### src/rtl/pdua_periph_pkg.sv
// pdua_periph_pkg: register offsets, CTRL field positions and prescaler encoding for pdua_periph.
package pdua_periph_pkg;
  localparam logic [2:0] OFF_GPO    = 3'd0;
  localparam logic [2:0] OFF_GPI    = 3'd1;
  localparam logic [2:0] OFF_EDGE   = 3'd2;
  localparam logic [2:0] OFF_CTRL   = 3'd3;
  localparam logic [2:0] OFF_RELOAD = 3'd4;
  localparam logic [2:0] OFF_COUNT  = 3'd5;
  localparam logic [2:0] OFF_STATUS = 3'd6;
  localparam logic [2:0] OFF_ID     = 3'd7;
  localparam int CTRL_EN     = 0;
  localparam int CTRL_AUTO   = 1;
  localparam int CTRL_IE     = 2;
  localparam int CTRL_PSC_LO = 4;
  localparam int CTRL_PSC_HI = 5;
  localparam logic [7:0] CTRL_MASK = 8'h37;
  typedef enum logic [1:0] {PSC_DIV1, PSC_DIV4, PSC_DIV16, PSC_DIV64} psc_e;
  function automatic logic [5:0] psc_mask(psc_e p);
    return p == PSC_DIV1 ? 6'h00 : p == PSC_DIV4 ? 6'h03 : p == PSC_DIV16 ? 6'h0F : 6'h3F;
  endfunction
endpackage

### src/rtl/pdua_periph_timer.sv
// pdua_timer: prescaled 8-bit down-counter; expiry reloads (AUTO) or requests EN clear (one-shot).
module pdua_timer
  import pdua_periph_pkg::*;
(
  input  logic       clk,
  input  logic       rst,
  input  logic       en,
  input  logic       auto_rl,
  input  psc_e       psc,
  input  logic [7:0] reload,
  input  logic       cnt_we,
  input  logic [7:0] cnt_wdata,
  input  logic       ctrl_we,
  output logic [7:0] count,
  output logic       expire,
  output logic       en_clear
);
  logic [5:0] pre;
  logic       tick;
  always_comb begin
    tick     = en & ((pre & psc_mask(psc)) == psc_mask(psc));
    expire   = tick & ~cnt_we & (count == 8'h00);
    en_clear = expire & ~auto_rl;
  end
  // A direct COUNT write suppresses the whole step for that cycle.
  always_ff @(posedge clk or negedge rst)
    if (!rst) begin
      pre   <= '0;
      count <= '0;
    end else begin
      pre <= (en & ~ctrl_we) ? pre + 6'd1 : 6'd0;
      if (cnt_we) count <= cnt_wdata;
      else if (tick & (count != 8'h00)) count <= count - 8'd1;
      else if (expire & auto_rl) count <= reload;
    end
endmodule

### src/rtl/pdua_periph.sv
// pdua_periph: PDUA I/O-port peripheral with GPO, synchronized GPI, edge capture and timer/IRQ.
// Edge capture (EDGE register, STATUS bit1) exists only when PDUA_PERIPH_EDGE_EN is defined.
module pdua_periph
  import pdua_periph_pkg::*;
#(
  parameter logic [7:0] BASE_ADDR = 8'hF0,
  parameter logic [7:0] ID_VALUE  = 8'hA5
) (
  input  logic       clk,
  input  logic       rst,
  input  logic [7:0] addr_bus_pr,
  input  logic       wr_rdn_pr,
  input  logic [7:0] wr_data_pr,
  output logic [7:0] rd_data_pr,
  input  logic [7:0] gpi,
  output logic [7:0] gpo,
  output logic       irq
);
  logic       hit, we;
  logic [2:0] off;
  logic       we_gpo, we_edge, we_ctrl, we_reload, we_count, we_status;
  logic [7:0] gpi_s1, gpi_s2, edge_r, ctrl, reload, count;
  logic       exp_f, expire, en_clear;
  assign hit       = addr_bus_pr[7:3] == BASE_ADDR[7:3];
  assign off       = addr_bus_pr[2:0];
  assign we        = hit & wr_rdn_pr;
  assign we_gpo    = we & (off == OFF_GPO);
  assign we_edge   = we & (off == OFF_EDGE);
  assign we_ctrl   = we & (off == OFF_CTRL);
  assign we_reload = we & (off == OFF_RELOAD);
  assign we_count  = we & (off == OFF_COUNT);
  assign we_status = we & (off == OFF_STATUS);
  pdua_timer u_timer (
    .clk      (clk),
    .rst      (rst),
    .en       (ctrl[CTRL_EN]),
    .auto_rl  (ctrl[CTRL_AUTO]),
    .psc      (psc_e'(ctrl[CTRL_PSC_HI:CTRL_PSC_LO])),
    .reload   (reload),
    .cnt_we   (we_count),
    .cnt_wdata(wr_data_pr),
    .ctrl_we  (we_ctrl),
    .count    (count),
    .expire   (expire),
    .en_clear (en_clear)
  );
  // A CTRL write wins over the one-shot EN clear; expiry wins over the EXP W1C.
  always_ff @(posedge clk or negedge rst)
    if (!rst) begin
      gpo    <= '0;
      gpi_s1 <= '0;
      gpi_s2 <= '0;
      ctrl   <= '0;
      reload <= '0;
      exp_f  <= 1'b0;
      irq    <= 1'b0;
    end else begin
      gpo    <= we_gpo ? wr_data_pr : gpo;
      gpi_s1 <= gpi;
      gpi_s2 <= gpi_s1;
      ctrl   <= we_ctrl ? (wr_data_pr & CTRL_MASK) : en_clear ? (ctrl & ~8'h01) : ctrl;
      reload <= we_reload ? wr_data_pr : reload;
      exp_f  <= expire | (exp_f & ~(we_status & wr_data_pr[0]));
      irq    <= exp_f & ctrl[CTRL_IE];
    end
`ifdef PDUA_PERIPH_EDGE_EN
  logic [7:0] gpi_s3;
  always_ff @(posedge clk or negedge rst)
    if (!rst) begin
      gpi_s3 <= '0;
      edge_r <= '0;
    end else begin
      gpi_s3 <= gpi_s2;
      edge_r <= (edge_r & ~(we_edge ? wr_data_pr : 8'h00)) | (gpi_s2 & ~gpi_s3);
    end
`else
  assign edge_r = '0;
`endif
  always_comb begin
    rd_data_pr = 8'h00;
    if (hit)
      case (off)
        OFF_GPO:    rd_data_pr = gpo;
        OFF_GPI:    rd_data_pr = gpi_s2;
        OFF_EDGE:   rd_data_pr = edge_r;
        OFF_CTRL:   rd_data_pr = ctrl;
        OFF_RELOAD: rd_data_pr = reload;
        OFF_COUNT:  rd_data_pr = count;
        OFF_STATUS: rd_data_pr = {6'b0, |edge_r, exp_f};
        default:    rd_data_pr = ID_VALUE;
      endcase
  end
endmodule

### config.mk
export PLATFORM = sky130hd
export DESIGN_NAME = pdua_periph
export DESIGN_NICKNAME = d
export VERILOG_FILES = /design/src/rtl/pdua_periph_pkg.sv /design/src/rtl/pdua_periph_timer.sv /design/src/rtl/pdua_periph.sv
export SDC_FILE = /design/constraint.sdc
export NUM_CORES = 1
export LEC_CHECK = 0
export BUFFER_PORTS_ARGS = -buffer_cell sky130_fd_sc_hd__buf_2
export CORE_MARGIN = 8
export CORE_UTILIZATION = 50
export CTS_CLUSTER_DIAMETER = 200
export DETAILED_ROUTE_END_ITERATION = 8
export GPL_ROUTABILITY_DRIVEN = 0
export PLACE_DENSITY = 0.81
export SLEW_MARGIN = 15
export SYNTH_ARGS = -nofsm -noshare
export SYNTH_HDL_FRONTEND = slang
export SYNTH_SLANG_ARGS = --single-unit
export TNS_END_PERCENT = 1
### constraint.sdc
create_clock -name clk -period 2 [get_ports clk]
set_input_delay 0.4 -clock clk [delete_from_list [all_inputs] [get_ports clk]]
set_output_delay 0.4 -clock clk [all_outputs]
set_load 0.02 [all_outputs]
* Word-level counts from Yosys, hierarchy flattened *
Cells that the tools add are included.

word-level totals
  logic and storage cells = 61
  bits in registers = 56
  output and inout bits = 17
  input bits = 27

operators by class
  equal/unequal tests = 10
  muxes and demuxes = 11
  add/sub/neg operators = 2
  reduce and logical (&&, ||, !) cells = 6
  bitwise gates (word level) = 22

operators with widths
  operator                                                                count
  8-bit case mux with 7 select lines                                      1
  8-bit 2-to-1 mux                                                        5
  6-bit 2-to-1 mux                                                        4
  1-bit AND                                                               16
  3-bit equality test (second input constant)                             3
  8-bit logical NOT                                                       1
  8-bit nonzero test                                                      1
  8-bit by 1-bit subtractor with 8-bit output (second input constant)     1
  6-bit by 1-bit adder with 6-bit output (second input constant)          1
  6-bit AND                                                               1
  3-bit by 2-bit equality test with 1-bit output (second input constant)  2
  6-bit equality test                                                     1
  5-bit equality test (second input constant)                             1
  1-bit NOT                                                               4
  3-bit by 1-bit equality test with 1-bit output (second input constant)  1
  3-bit logical NOT                                                       1
  3-bit nonzero test                                                      1
  2-bit by 1-bit equality test with 1-bit output (second input constant)  1
  2-bit equality test (second input constant)                             1
  2-bit logical NOT                                                       1
  2-bit nonzero test                                                      1
  1-bit 2-to-1 mux                                                        1
  1-bit OR                                                                1

* Depth between registers and ports, before layout *
  depth in word-level cells = 13
  gate-level depth with buffers = 7
  depth with buffers taken out = 6

* Cells and area by module *
Synthesis repeated with hierarchy kept, for this count alone.

unflattened totals
  cells, all modules = 231
  area total of the unflattened synthesis = 2,695.1 um^2

modules (own cells, without submodules)
  module       times used  sequential area each (um^2)  area an instance (um^2)  cells an instance
  pdua_periph  1           975.9                        1,699.1                  126
  pdua_timer   1           350.3                        996.0                    105

* Worst setup path after synthesis *
Ideal clock, no wire load.

  path type = in2out
  start = input port addr_bus_pr[0]
  end = output port rd_data_pr[0]
  arrival = 1,642 ps
  stages on the path = 5
  data required time = 1,600 ps
  path buffers = 2
  setup slack = -42 ps
  cells stage by stage = buf_2 buf_2 nand2b_1 o22ai_1 a211oi_1

between the ends
  word-level cells in the longest chain between the ends = 3
  elaborated cells between the ends (all ways) = 9
  those cells by class = eq/ne: 6; mux: 2; reduce/logical: 1

ends and longest elaborated chain
  what                                               line               text
  start: declaration                                 pdua_periph.sv:11  input logic [7:0] addr_bus_pr,
  3-bit equality test, or another cell as far along  pdua_periph.sv:82  case (off)
  8-bit case mux with 7 select lines *               pdua_periph.sv:82
  8-bit 2-to-1 mux *                                 pdua_periph.sv:81  if (hit)
  end: declaration                                   pdua_periph.sv:14  output logic [7:0] rd_data_pr,

Mark *: on every way between the ends. The rest lies on a longest branch, timed or not.

* Worst setup path after layout *
  start = register u_timer.count[4]
  end = output port rd_data_pr[4]

between the ends
  word-level cells in the longest chain between the ends = 2

ends and longest elaborated chain
  what                                line                     text
  start: declaration                  pdua_periph_timer.sv:14  output logic [7:0] count,
  start signal: assignment            pdua_periph_timer.sv:32  if (cnt_we) count <= cnt_wdata;
  start signal: assignment            pdua_periph_timer.sv:33  else if (tick & (count != 8'h00)) count <= count - 8'd1;
  start signal: assignment            pdua_periph_timer.sv:34  else if (expire & auto_rl) count <= reload;
  8-bit case mux with 7 select lines  pdua_periph.sv:82
  8-bit 2-to-1 mux                    pdua_periph.sv:81

No other way between the ends.

==> impl_metrics.toml <==
[power_and_ir_drop]
p_leak_nw = 1.454
powerDensity_nw_per_um2 = 836.2
irDropWorstVdd_mv = 0.5255

[clock_tree]
cts_resized = 5
postCtsSetupRepairBufs = 0
cts_made_buffers = 5
cts_buffer_depth = 2
clk_latency_ns = 0.31
htree_levels = 2
clkTransAtPathRegs_ns = 0.10
cts_root_buffer = "clkbuf_8"
cts_tree = "yes"
cts.sink_count = 53
holdBufCountCts = 0

[cells_and_area]
regArea_um2 = 1330
drive_gt1_share_pct = 39.66
final_common_cell = "dfrtp_1"
n_antenna_cell = 0
fillCellCount = 429
mostFrequentLayoutCells = "50 x dfrtp_1, 39 x buf_2, 26 x nand2_1, 23 x buf_4, 22 x mux2_2"
nNetsFinal = 319
multi_input_area_um2 = 1286
area_delta_synth_final_pct = 20.16

[logic_synthesis]
syn_avg_cell_area_um2 = 11.58
synth_compound_area_share_pct = 10.95
yosys_most_used_dff = "dfrtp_1"
synth_cell_type_count = 51
ys_ff_latch = 53
synthXorXnorAreaFrac_pct = 2.961
synthAdderAreaFrac_pct = 1.410
synth_simple_gate_area_share_pct = 16.64
yosysWarnings = 0
syn-cell-area_um2 = 2663
synthMuxAreaShare_pct = 14.80
synth_cells = 230
synth-edff-count = 0
synth_top_family_by_area = "simple AND/OR/NAND/NOR gates"
async_flop_share_pct = 100.0
ys_seq_area_share_pct = 49.81
syn-num-nets = 260

[floorplan]
coreArea_um2 = 5140
die_area_um2 = 7917
ios = 44
rows = 26
initial_core_util_pct = 51.80
die_h_um = 88.98
die_w_um = 88.98

[sta]
tightest_slew_ns = 0.6657
setup_ws_ns = 0.0004630
whs_ns = 0.1877
final_max_slew_viol_count = 0
timing.final.crit_share_pct = 99.98
rsz0062_at_grt = "yes"
setup_violations = 0
maxSlewHeadroom_pct = 55.62
fin_skew_ns = 0.008084
final-hold-violation-count = 0
final_period_minus_worst_setup_slack_ns = 2.000
max_freq_ghz = 0.5001

[detailed_routing]
drt-pass1-iter-count = 4
ant_nets = 0
drcViolationCount = 0
wl_per_cell_um = 17.65
num_vias = 2011
routed_wl_um = 6354
via_per_inst = 5.586
first_iter_violations = 142

[critical_path]
critical_path_peak_fanout = 5
critical_path_class = "reg -> out"
crit_required_ns = 1.60
startpoint_type = "flip-flop"
arrival_ns = 1.60
worstSetupEndpointType = "primary output"

[grt]
grt_overflow_total = 0
grt_antenna_before_repair = 0
grt_max_degree = 54
grt_pass1_wl_um = 10490
grt_usage_pct = 17.35
grt_pass1_vias = 2136

[flow_run]
cap_violations = 0

[min_path]
hold_path.class = "in -> async"

[place]
io_buffer_count = 43
dp_hpwl_um = 4650
dp_slack_ns = -0.08867

[status]
status = "finished, final reports clean"
[Yosys cell counts, drive strengths merged (2+ instances only)]
library cell | count | share of area (%)
dfrtp | 53 | 50
nand2 | 26 | 3.7
mux2 | 23 | 9.7
nor2 | 15 | 2.1
nand3 | 14 | 3.1
mux2i | 9 | 3.4
o21ai | 9 | 1.8
buf | 8 | 1.9
inv | 6 | 0.85
o211ai | 6 | 1.7
a22oi | 5 | 1.4
xor2 | 5 | 1.6
xnor2 | 4 | 1.3
a31oi | 3 | 0.94
ha | 3 | 1.4
nand2b | 3 | 0.80
nor4 | 3 | 1.8
a21oi | 2 | 0.38
a2bb2oi | 2 | 0.66
and2 | 2 | 0.47
clkbuf | 2 | 0.66
mux4 | 2 | 1.7
nor3 | 2 | 0.80
nor3b | 2 | 0.56
o22a | 2 | 0.66
o31ai | 2 | 0.56
or3 | 2 | 0.47
[cell families (layout without fill, tap and decap cells)]
kind of cell	after synthesis	count (layout)
buffers and inverters	16	76
AO/OA/AOI/OAI	38	38
adder cells (fa/ha/maj)	3	3
flip-flops	53	53
AND/OR/NAND/NOR	77	77
XOR/XNOR	9	9
multiplexers	34	34
[sequential cells by signal (all words and copies together), names as in the netlist]
signal	flops
gpi_s2	8
ctrl	5
u_timer.count	8
exp_f	1
gpi_s1	8
irq	1
u_timer.pre	6
reload	8
gpo	8
[cell type report]
type,count,area share (%)
clock buffers,7,3.011
clock inverters,1,0.2738
inverters,6,0.7039
multi-input cells,161,40.20
flip-flops and latches,53,41.57
well taps,70,2.738
repair buffers,62,11.50
[where the power goes]
part           total [mW]  leakage [nW]  internal [mW]  switching (mW)
combinational       0.625         0.726          0.311           0.314
clock               0.674        0.0549          0.320           0.353
sequential           1.38         0.673           1.19           0.184
total                2.68          1.45           1.82           0.851
[worst max-delay path: stages (launching register included)]
cell	delay, ns
dfrtp_2	0.47
mux2_4	0.29
a22oi_2	0.19
o22a_1	0.15
nor2_1	0.04
buf_4	0.15
[layer usage]
metal  part of all wire, %  track usage (%)  routed length (um)  vias up
met2                    50            28.77                3194       56
met4                   1.5            5.740                  97        0
li1                      -                -                   -      947
met5                     0                0                   0        -
met1                    43            21.66                2740     1000
met3                   5.1            4.136                 323        8
[metrics by stage]
stage | TNS, ns | utilization [%] | total power [mW] | instance area (um^2) | std cells
after floorplan | 0 | - | 1.792 | 2668 | 230
after global placement | -0.07771 | 59.35 | 1.965 | 3050 | 352
after detailed placement | -0.1796 | 59.35 | 1.995 | 3050 | 352
after CTS | 0 | 61.66 | 2.687 | 3169 | 360
after global routing | -0.1158 | 62.24 | 2.810 | 3199 | 360
final | 0 | 62.24 | 2.675 | 3199 | 360
[path summary, 6_finish.rpt]
kind	start	cells past startpoint	to	slack (ns)
min in group clk	gpi[3]	1	gpi_s1[3]$_DFF_PN0_	0.19
worst min register to register	gpi_s1[1]$_DFF_PN0_	0	gpi_s2[1]$_DFF_PN0_	0.35
worst max-delay path	u_timer.count[4]$_DFFE_PN0P_	5	rd_data_pr[4]	0.0005
worst max register to register	ctrl[5]$_DFFE_PN0P_	5	u_timer.count[7]$_DFFE_PN0P_	0.10
worst min-delay path	rst	2	u_timer.count[6]$_DFFE_PN0P_	0.19
max in group asynchronous	rst	2	u_timer.count[3]$_DFFE_PN0P_	1.34
Note: power is estimated with default switching activity, not from simulation.
